$ cat config.mk
export PLATFORM = sky130hd
export DESIGN_NAME = fpu_wb_stage
export DESIGN_NICKNAME = d
export VERILOG_FILES = /design/src/rtl/fpu_wb_stage.sv
export SDC_FILE = /design/constraint.sdc
export NUM_CORES = 1
export LEC_CHECK = 0
export BUFFER_PORTS_ARGS = -buffer_cell sky130_fd_sc_hd__buf_2
export CORE_UTILIZATION = 28
export DETAILED_ROUTE_END_ITERATION = 8
export GPL_TIMING_DRIVEN = 0
export HOLD_SLACK_MARGIN = 0.1
export PLACE_DENSITY = 0.5
export REMOVE_ABC_BUFFERS = 1
export SLEW_MARGIN = 20
export SYNTH_ARGS = -nofsm -noshare
export SYNTH_HDL_FRONTEND = slang
export SYNTH_SLANG_ARGS = --single-unit
$ cat constraint.sdc
create_clock -name clk -period 5.8 [get_ports clk]
set_input_delay 1.16 -clock clk [delete_from_list [all_inputs] [get_ports clk]]
set_output_delay 1.16 -clock clk [all_outputs]
set_load 0.005 [all_outputs]
$ cat src/rtl/fpu_wb_stage.sv
// fpu_wb_stage
//   Writeback stage behind the FPU execution unit.
//   - FPR results are written to the FP register file one cycle after completion.
//   - GPR-bound results (compares, fclass, fmv.x, fcvt.w) are queued in order
//     until the shared integer writeback port accepts them.
//   - fflags and the invalid-op indication accumulate stickily for the CSR unit.
//
// Optional feature macro: FPU_WB_BYPASS_EN
//   When defined, a GPR result that completes while the queue is empty and the
//   integer port is ready goes out combinationally in the same cycle and is not
//   queued. When undefined, every GPR result goes through the queue.
//
// Parameters
//   FPLEN  FP datapath width
//   DEPTH  GPR result queue entries (power of 2, >= 2)
//
// Ports
//   clk, rst_l          clock, asynchronous active-low reset
//   fpu_complete        FPU op finished this cycle
//   fpu_complete_rd     finished op targets a GPR
//   fpu_result_1        FPR result
//   fpu_result_rd       GPR result
//   wb_rd_addr          destination register, valid with fpu_complete
//   sflags/IV_exception status of the op that completed the previous cycle
//   gpr_wb_ready        integer writeback port accepts gpr_wr_* this cycle
//   csr_fflags_we/wd    CSR write of fflags
//   iv_clear            clears iv_pending
//   fpr_wr_*            FP register file write port
//   gpr_wr_*            integer writeback request (held until gpr_wb_ready)
//   fflags, iv_pending  sticky status
//   fpu_stall           issue must hold further FPU ops
//   q_overflow          sticky error: push into a full queue
module fpu_wb_stage #(
   parameter int FPLEN = 16,
   parameter int DEPTH = 4
) (
   input  logic             clk,
   input  logic             rst_l,
   input  logic             fpu_complete,
   input  logic             fpu_complete_rd,
   input  logic [FPLEN-1:0] fpu_result_1,
   input  logic [31:0]      fpu_result_rd,
   input  logic [4:0]       wb_rd_addr,
   input  logic [4:0]       sflags,
   input  logic             IV_exception,
   input  logic             gpr_wb_ready,
   input  logic             csr_fflags_we,
   input  logic [4:0]       csr_fflags_wd,
   input  logic             iv_clear,
   output logic             fpr_wr_en,
   output logic [4:0]       fpr_wr_addr,
   output logic [FPLEN-1:0] fpr_wr_data,
   output logic             gpr_wr_en,
   output logic [4:0]       gpr_wr_addr,
   output logic [31:0]      gpr_wr_data,
   output logic [4:0]       fflags,
   output logic             iv_pending,
   output logic             fpu_stall,
   output logic             q_overflow
);

   localparam int AW = $clog2(DEPTH);
   localparam int CW = AW + 1;

   typedef struct packed {
      logic [4:0]  addr;
      logic [31:0] data;
   } gpr_ent_t;

   // ---------------------------------------------------------------- FPR path
   logic             fpr_en_q;
   logic [4:0]       fpr_addr_q;
   logic [FPLEN-1:0] fpr_data_q;
   logic             fpr_fire;

   assign fpr_fire = fpu_complete & ~fpu_complete_rd;

   always_ff @(posedge clk or negedge rst_l) begin
      if (!rst_l) begin
         fpr_en_q   <= 1'b0;
         fpr_addr_q <= '0;
         fpr_data_q <= '0;
      end else begin
         fpr_en_q <= fpr_fire;
         if (fpr_fire) begin
            fpr_addr_q <= wb_rd_addr;
            fpr_data_q <= fpu_result_1;
         end
      end
   end

   assign fpr_wr_en   = fpr_en_q;
   assign fpr_wr_addr = fpr_addr_q;
   assign fpr_wr_data = fpr_data_q;

   // ---------------------------------------------------------------- GPR queue
   gpr_ent_t        mem_q [DEPTH];
   logic [AW-1:0]   wr_ptr_q, wr_ptr_d;
   logic [AW-1:0]   rd_ptr_q, rd_ptr_d;
   logic [CW-1:0]   count_q, count_d;
   logic            ovf_q, ovf_d;
   logic            gpr_req, byp, push, push_ok, pop, q_empty, q_full;
   gpr_ent_t        head;

   // x0 writes are architecturally dropped, so they never occupy a slot.
   assign gpr_req = fpu_complete & fpu_complete_rd & (wb_rd_addr != 5'd0);
   assign q_empty = (count_q == '0);
   assign q_full  = (count_q == CW'(DEPTH));

`ifdef FPU_WB_BYPASS_EN
   assign byp = q_empty & gpr_req & gpr_wb_ready;
`else
   assign byp = 1'b0;
`endif

   assign push    = gpr_req & ~byp;
   assign pop     = ~q_empty & gpr_wb_ready;
   // A pop frees the head slot this edge, so push at full is legal with a pop.
   assign push_ok = push & (~q_full | pop);

   always_comb begin
      wr_ptr_d = wr_ptr_q;
      rd_ptr_d = rd_ptr_q;
      count_d  = count_q;
      ovf_d    = ovf_q;
      if (push_ok) wr_ptr_d = wr_ptr_q + AW'(1);
      if (pop)     rd_ptr_d = rd_ptr_q + AW'(1);
      case ({push_ok, pop})
         2'b10:   count_d = count_q + CW'(1);
         2'b01:   count_d = count_q - CW'(1);
         default: count_d = count_q;
      endcase
      if (push & q_full & ~pop) ovf_d = 1'b1;
   end

   always_ff @(posedge clk or negedge rst_l) begin
      if (!rst_l) begin
         wr_ptr_q <= '0;
         rd_ptr_q <= '0;
         count_q  <= '0;
         ovf_q    <= 1'b0;
         for (int i = 0; i < DEPTH; i++) mem_q[i] <= '0;
      end else begin
         wr_ptr_q <= wr_ptr_d;
         rd_ptr_q <= rd_ptr_d;
         count_q  <= count_d;
         ovf_q    <= ovf_d;
         if (push_ok) mem_q[wr_ptr_q] <= '{addr: wb_rd_addr, data: fpu_result_rd};
      end
   end

   assign head        = mem_q[rd_ptr_q];
   assign gpr_wr_en   = ~q_empty | byp;
   assign gpr_wr_addr = byp ? wb_rd_addr    : head.addr;
   assign gpr_wr_data = byp ? fpu_result_rd : head.data;
   // Leaves room for the one op that may already be in flight when stall rises.
   assign fpu_stall   = (count_q >= CW'(DEPTH - 1));
   assign q_overflow  = ovf_q;

   // ---------------------------------------------------------------- flags
   // sflags/IV_exception arrive one cycle after completion; flag_pending marks
   // that cycle.
   logic       flag_pend_q;
   logic [4:0] fflags_q, fflags_d;
   logic       ivp_q, ivp_d;
   logic [4:0] new_flags;

   assign new_flags = flag_pend_q ? sflags : 5'd0;

   always_comb begin
      fflags_d = fflags_q | new_flags;
      // CSR write lands first; flags of the op retiring this cycle go on top.
      if (csr_fflags_we) fflags_d = csr_fflags_wd | new_flags;
      // Set wins over a simultaneous clear.
      ivp_d = (ivp_q & ~iv_clear) | (flag_pend_q & IV_exception);
   end

   always_ff @(posedge clk or negedge rst_l) begin
      if (!rst_l) begin
         flag_pend_q <= 1'b0;
         fflags_q    <= '0;
         ivp_q       <= 1'b0;
      end else begin
         flag_pend_q <= fpu_complete;
         fflags_q    <= fflags_d;
         ivp_q       <= ivp_d;
      end
   end

   assign fflags     = fflags_q;
   assign iv_pending = ivp_q;

endmodule

==> flow_metrics.py, run 1 <==
metrics = {
    "critical_path": {
        "start_kind": "register",
        "critPathSlowestCell": "dfrtp_4",
        "worstPathArrival_ns": 2.14,
        "endpoint_kind": "output port",
        "cp-startpoint": "rd_ptr_q[0]",
        "endpoint": "gpr_wr_data[5]",
        "max_stage_delay_ns": 0.72,
        "crit_fanout": 20,
        "critical_path_class": "register to output port",
        "r2r_end": "mem_q[74]",
        "rr_worst_depth": 4,
        "r2r_slack_ns": 3.45,
        "r2r-start": "count_q[2]",
        "crit_chain": "buf_12, mux4_2, buf_2",
        "required_ns": 4.64,
    },
    "timing": {
        "final_hold_viol_count": 0,
        "fin_crit_sh": 0.568,
        "fin_skew_ns": 0.0146,
        "setup_ws_ns": 2.50,
        "rsz0062_at_grt": "false",
        "hold_slack_ns": 0.474,
        "setup_tns_ns": 0,
        "relSlewSlack": 0.509,
        "tightest_slew_ns": 0.736,
        "slew_violations": 0,
        "setup_viol": 0,
        "period_minus_slack_ns": 3.30,
        "fmax_mhz": 303,
    },
    "cts": {
        "clock-sinks": 185,
        "cts_setup_buffers": 0,
        "max-clock-path-buffers": 2,
        "hold_buffers": 0,
        "cts_resized": 0,
        "cts_tree": "yes",
        "clock_latency_ns": 0.43,
        "h-tree-depth": 4,
        "numCtsBuffers": 17,
        "root_buffer": "clkbuf_16",
        "path_clk_slew_ns": 0.08,
    },
    "drt": {
        "first_pass_iters": 4,
        "drt-wirelength-per-cell_um": 17.3,
        "drt_iter0_drc": 145,
        "num_vias": 4486,
        "antenna_left": 0,
        "via_per_inst": 4.49,
        "routed_wl_um": 17300,
        "drc": 0,
    },
    "floorplan": {
        "rows": 61,
        "ios": 139,
        "die-area_sq_mm": 0.0291,
        "core_sq_mm": 0.0279,
        "start_util": 0.286,
        "die_w_um": 171,
        "die_h_um": 171,
    },
    "yosys": {
        "synth_most_common_cell": "dfrtp_1",
        "ys_warn_count": 0,
        "mappedNetlistArea_sq_mm": 0.00796,
        "async_flop_share": 1.00,
        "ys_ff_latch": 185,
        "syn_inst": 469,
        "avgSynthCellArea_sq_um": 17.0,
        "synth_cell_types": 28,
        "yosysTopAreaCell": "dfrtp_1",
        "synth_edf_count": 0,
        "synthFlopType": "dfrtp_1",
        "seq_area_frac_synth": 0.582,
        "synth_commonest_cells": "dfrtp_1 (185), mux2_2 (161), mux4_2 (37)",
        "synthTopCellsByArea": "dfrtp_1 (58%), mux2_2 (23%), mux4_2 (10%)",
        "synth_top_area_frac": 0.582,
    },
    "global_routing": {
        "grt_usage": 0.126,
        "grt_pass1_vias": 5079,
        "grt_pass1_wl_um": 27700,
        "grt_overflow": 0,
        "grt_max_degree": 94,
        "antenna_found_initial": 1,
    },
    "worst_hold_path": {
        "hold_class": "register to register",
    },
    "pwr": {
        "leakage_nw": 4.32,
        "power_frac_comb": 0.333,
        "report.power.total_w": 0.00521,
        "p_sw_w": 0.00156,
        "peakVddDrop_uv": 236,
        "power.density_mw_per_mm2": 540,
        "switching_share": 0.300,
        "p_clk_frac": 0.234,
        "cellInternalPower_w": 0.00364,
        "seqPwrFrac": 0.433,
    },
    "outcome": {
        "status": "finished, final reports clean",
    },
    "job": {
        "maxCapViolCount": 0,
    },
    "layout": {
        "syn2layout_area_growth_pct": 21.3,
        "fin_area_sq_mm": 0.00965,
        "layout-drive-gt1-share": 0.614,
        "final_nets": 683,
    },
    "placement": {
        "place_ws_ns": 2.51,
        "port_buffers": 138,
        "hpwl_um": 10600,
        "gp_congestion": 0.695,
        "placed_area_sq_mm": 0.00902,
    },
}
-- layout by cell type, fill, tap and decap left out, drive strengths merged --
master	synthesis	final
a211oi	1	1
a21o	1	1
a221o	1	1
a22oi	4	4
a41o	1	1
and2	1	1
buf	17	141
bufinv	0	2
clkbuf	6	17
clkinv	0	5
clkinvlp	0	1
dfrtp	185	185
diode	0	1
fa	1	1
ha	5	5
inv	11	18
mux2	169	169
mux2i	1	1
mux4	37	37
nand2	9	9
nor2	2	2
nor2b	2	2
nor3	1	1
nor4b	1	1
o21ai	6	6
or3	1	1
xnor2	3	3
xor2	3	3
-- layer usage --
metal	GRT usage	wire length, um	vias up	share of wire
li1	-	-	2004	-
met1	0.145	7220	2367	0.42
met2	0.227	9010	102	0.52
met3	0.0405	883	11	0.051
met4	0.0274	147	2	0.0085
met5	0	13	-	0.00075
-- sequential cells by signal (all words and copies together) (netlist names) --
name         cells
mem_q          148
fpr_wr_data     16
fflags           5
fpr_wr_addr      5
count_q          3
rd_ptr_q         2
wr_ptr_q         2
flag_pend_q      1
fpr_wr_en        1
iv_pending       1
q_overflow       1
-- power groups by stage --
stage | combinational, W | clock [W] | sequential, W
2_1_floorplan | 0.00118 | 0 | 0.00216
3_3_place_gp | 0.00168 | 0 | 0.00227
3_5_place_dp | 0.00177 | 0 | 0.00230
4_1_cts | 0.00178 | 0.00126 | 0.00227
5_1_grt | 0.00189 | 0.00133 | 0.00234
6_report | 0.00173 | 0.00122 | 0.00225
-- cells by family after synthesis --
logic type | after synthesis | synth area share
mux | 207 | 0.345
flops | 185 | 0.582
simple gates | 17 | 0.0146
compound gates | 14 | 0.0135
buf+inv | 34 | 0.0278
fa+ha+maj | 6 | 0.0104
xor+xnor | 6 | 0.00661
-- final cells by class --
type	count	area, sq um
repair buffers	141	759
flip-flops and latches	185	4640
fillers	2702	18200
well taps	378	473
diodes	1	2.50
clock buffers	17	425
multi-input cells	250	3110
clock inverters	15	203
inverters	11	41.3
-- worst min path at each step --
stage                     startpoint          to  slack (ns)  cells after the start
after detailed placement  q_overflow  q_overflow        0.46                      1
after floorplan            mem_q[69]   mem_q[69]        0.46                      1
final                     q_overflow  q_overflow        0.47                      1
after CTS                 q_overflow  q_overflow        0.48                      1
after global placement    q_overflow  q_overflow        0.45                      1
after global routing      q_overflow  q_overflow        0.49                      1
-- worst max-delay path, delay by kind of cell, from the launching register on --
| family | cells | cell delay [ns] |
|---|---|---|
| buf+inv | 2 | 0.41 |
| mux | 1 | 0.55 |
| flops | 1 | 0.72 |
-- metrics by stage --
stage          cells  utilization
2_1_floorplan    446            -
3_3_place_gp     962        0.321
3_5_place_dp     965        0.324
4_1_cts          997        0.346
5_1_grt          997        0.346
6_report         998        0.346
No activity file was read; power rests on OpenSTA's default activity.
==> run 2, diff against run 1 <==
--- a/config.mk
+++ b/config.mk
@@ -10,7 +10,7 @@
 export DETAILED_ROUTE_END_ITERATION = 8
 export GPL_TIMING_DRIVEN = 0
 export HOLD_SLACK_MARGIN = 0.1
-export PLACE_DENSITY = 0.5
+export PLACE_DENSITY = 0.51
 export REMOVE_ABC_BUFFERS = 1
 export SLEW_MARGIN = 20
 export SYNTH_ARGS = -nofsm -noshare
==> constraint.sdc (replaced) <==
create_clock -name clk -period 2.84 [get_ports clk]
set_input_delay 0.568 -clock clk [delete_from_list [all_inputs] [get_ports clk]]
set_output_delay 0.568 -clock clk [all_outputs]
set_load 0.005 [all_outputs]
==> run 2 against run 1 <==
Final area fell by 0.35%. Clock power rose by 94%. Register-to-register slack got worse by 3.0 ns. Setup slack got worse by 2.4 ns. Final cell count fell by 0.10%. First-iteration DRC count did not move. Non-clock buffer count did not move. Die area did not move. Via count rose by 0.87%. Hold slack got worse by 0.35 ns. Clock skew fell by 0.0035 ns.
==> flow_metrics.py, run 2 (same netlist as run 1, synthesis figures left out) <==
metrics = {
    "pwr": {
        "report.power.total_w": 0.0105,
        "leakage_nw": 4.31,
        "power.density_mw_per_mm2": 1100,
        "peakVddDrop_uv": 422,
    },
    "drt": {
        "drt_iter0_drc": 145,
        "routed_wl_um": 17200,
        "num_vias": 4525,
        "drt-wirelength-per-cell_um": 17.3,
        "antenna_left": 0,
        "drc": 0,
        "first_pass_iters": 4,
        "via_per_inst": 4.54,
    },
    "critical_path": {
        "crit_fanout": 23,
        "critPathSlowestCell": "dfrtp_4",
        "start_kind": "register",
        "crit_chain": "buf_12, mux4_2, buf_2",
        "required_ns": 2.27,
        "worstPathArrival_ns": 2.14,
        "endpoint_kind": "output port",
        "critical_path_class": "register to output port",
        "max_stage_delay_ns": 0.68,
    },
    "global_routing": {
        "grt_pass1_vias": 5160,
        "grt_pass1_wl_um": 27800,
        "grt_max_degree": 100,
        "antenna_found_initial": 0,
        "grt_overflow": 0,
        "grt_usage": 0.126,
    },
    "timing": {
        "fin_skew_ns": 0.0111,
        "fin_crit_sh": 0.952,
        "rsz0062_at_grt": "false",
        "period_minus_slack_ns": 2.70,
        "setup_viol": 0,
        "relSlewSlack": 0.526,
        "setup_tns_ns": 0,
        "tightest_slew_ns": 0.711,
        "final_hold_viol_count": 0,
        "setup_ws_ns": 0.137,
        "slew_violations": 0,
        "fmax_mhz": 370,
    },
    "floorplan": {
        "start_util": 0.286,
        "die-area_sq_mm": 0.0291,
        "core_sq_mm": 0.0279,
        "ios": 139,
        "rows": 61,
        "die_w_um": 171,
        "die_h_um": 171,
    },
    "cts": {
        "cts_tree": "yes",
        "cts_resized": 0,
        "numCtsBuffers": 17,
        "h-tree-depth": 4,
        "clock-sinks": 185,
        "clock_latency_ns": 0.43,
        "cts_setup_buffers": 0,
        "max-clock-path-buffers": 2,
        "path_clk_slew_ns": 0.08,
        "root_buffer": "clkbuf_16",
        "hold_buffers": 0,
    },
    "job": {
        "maxCapViolCount": 0,
    },
    "layout": {
        "largest_reg_flops": 148,
        "layout-drive-gt1-share": 0.614,
        "syn2layout_area_growth_pct": 20.9,
        "final_cell_mix": "dfrtp_1 (183), mux2_2 (161), buf_2 (137)",
        "fin_area_sq_mm": 0.00962,
        "n_antenna_cell": 0,
        "final_nets": 683,
        "layout_commonest_cell": "dfrtp_1",
        "largest_register": "mem_q",
    },
    "outcome": {
        "status": "finished, final reports clean",
    },
    "placement": {
        "port_buffers": 138,
        "gp_congestion": 0.721,
        "place_ws_ns": 0.114,
        "placed_area_sq_mm": 0.00902,
        "hpwl_um": 11000,
    },
    "worst_hold_path": {
        "hold_class": "input pin to asynchronous set/reset pin",
    },
}
run 2: power breakdown:
| part | internal [W] | leakage, nW | switching, W |
|---|---|---|---|
| clock network | 0.00119 | 0.291 | 0.00118 |
| logic | 0.00228 | 1.81 | 0.00130 |
| registers | 0.00381 | 2.21 | 0.000788 |
| total | 0.00728 | 4.31 | 0.00326 |
run 2: worst paths after layout:
path / slack (ns) / cells past startpoint / start / end
min: 0.12 / 1 / rst_l / mem_q[61]
max reg2reg: 0.50 / 4 / count_q[2] / mem_q[74]
max in group asynchronous: 1.80 / 2 / rst_l / mem_q[66]
min in group clk: 0.29 / 1 / fpu_complete / flag_pend_q
min reg2reg: 0.47 / 1 / q_overflow / q_overflow
max: 0.14 / 3 / rd_ptr_q[0] / gpr_wr_data[17]
run 2: worst max-delay path, delay by kind of cell, from the launching register on:
family	cells	cell delay (ns)
buffers and inverters	2	0.44
flip-flops	1	0.68
multiplexers	1	0.57
run 2: per-stage QoR:
stage | hold slack, ns | util | cells
finish | 0.119 | 0.345 | 997
global route | 0.162 | 0.345 | 997
CTS | 0.137 | 0.345 | 997
detailed placement | 0.457 | 0.324 | 965
global placement | 0.450 | 0.321 | 962
floorplan | 0.272 | - | 446
run 2: per-layer routing:
layer | vias to the layer above | share of wire | global-route usage
li1 | 2003 | - | -
met1 | 2395 | 0.43 | 0.150
met2 | 107 | 0.51 | 0.219
met3 | 20 | 0.044 | 0.0347
met4 | 0 | 0.016 | 0.0419
met5 | - | 0 | 0
run 2: area by class of cell:
type	count	area, sq um
fillers	2685	18200
repair buffers	141	759
flip-flops and latches	185	4640
clock inverters	15	171
well taps	378	473
clock buffers	17	425
multi-input cells	250	3110
inverters	11	41.3
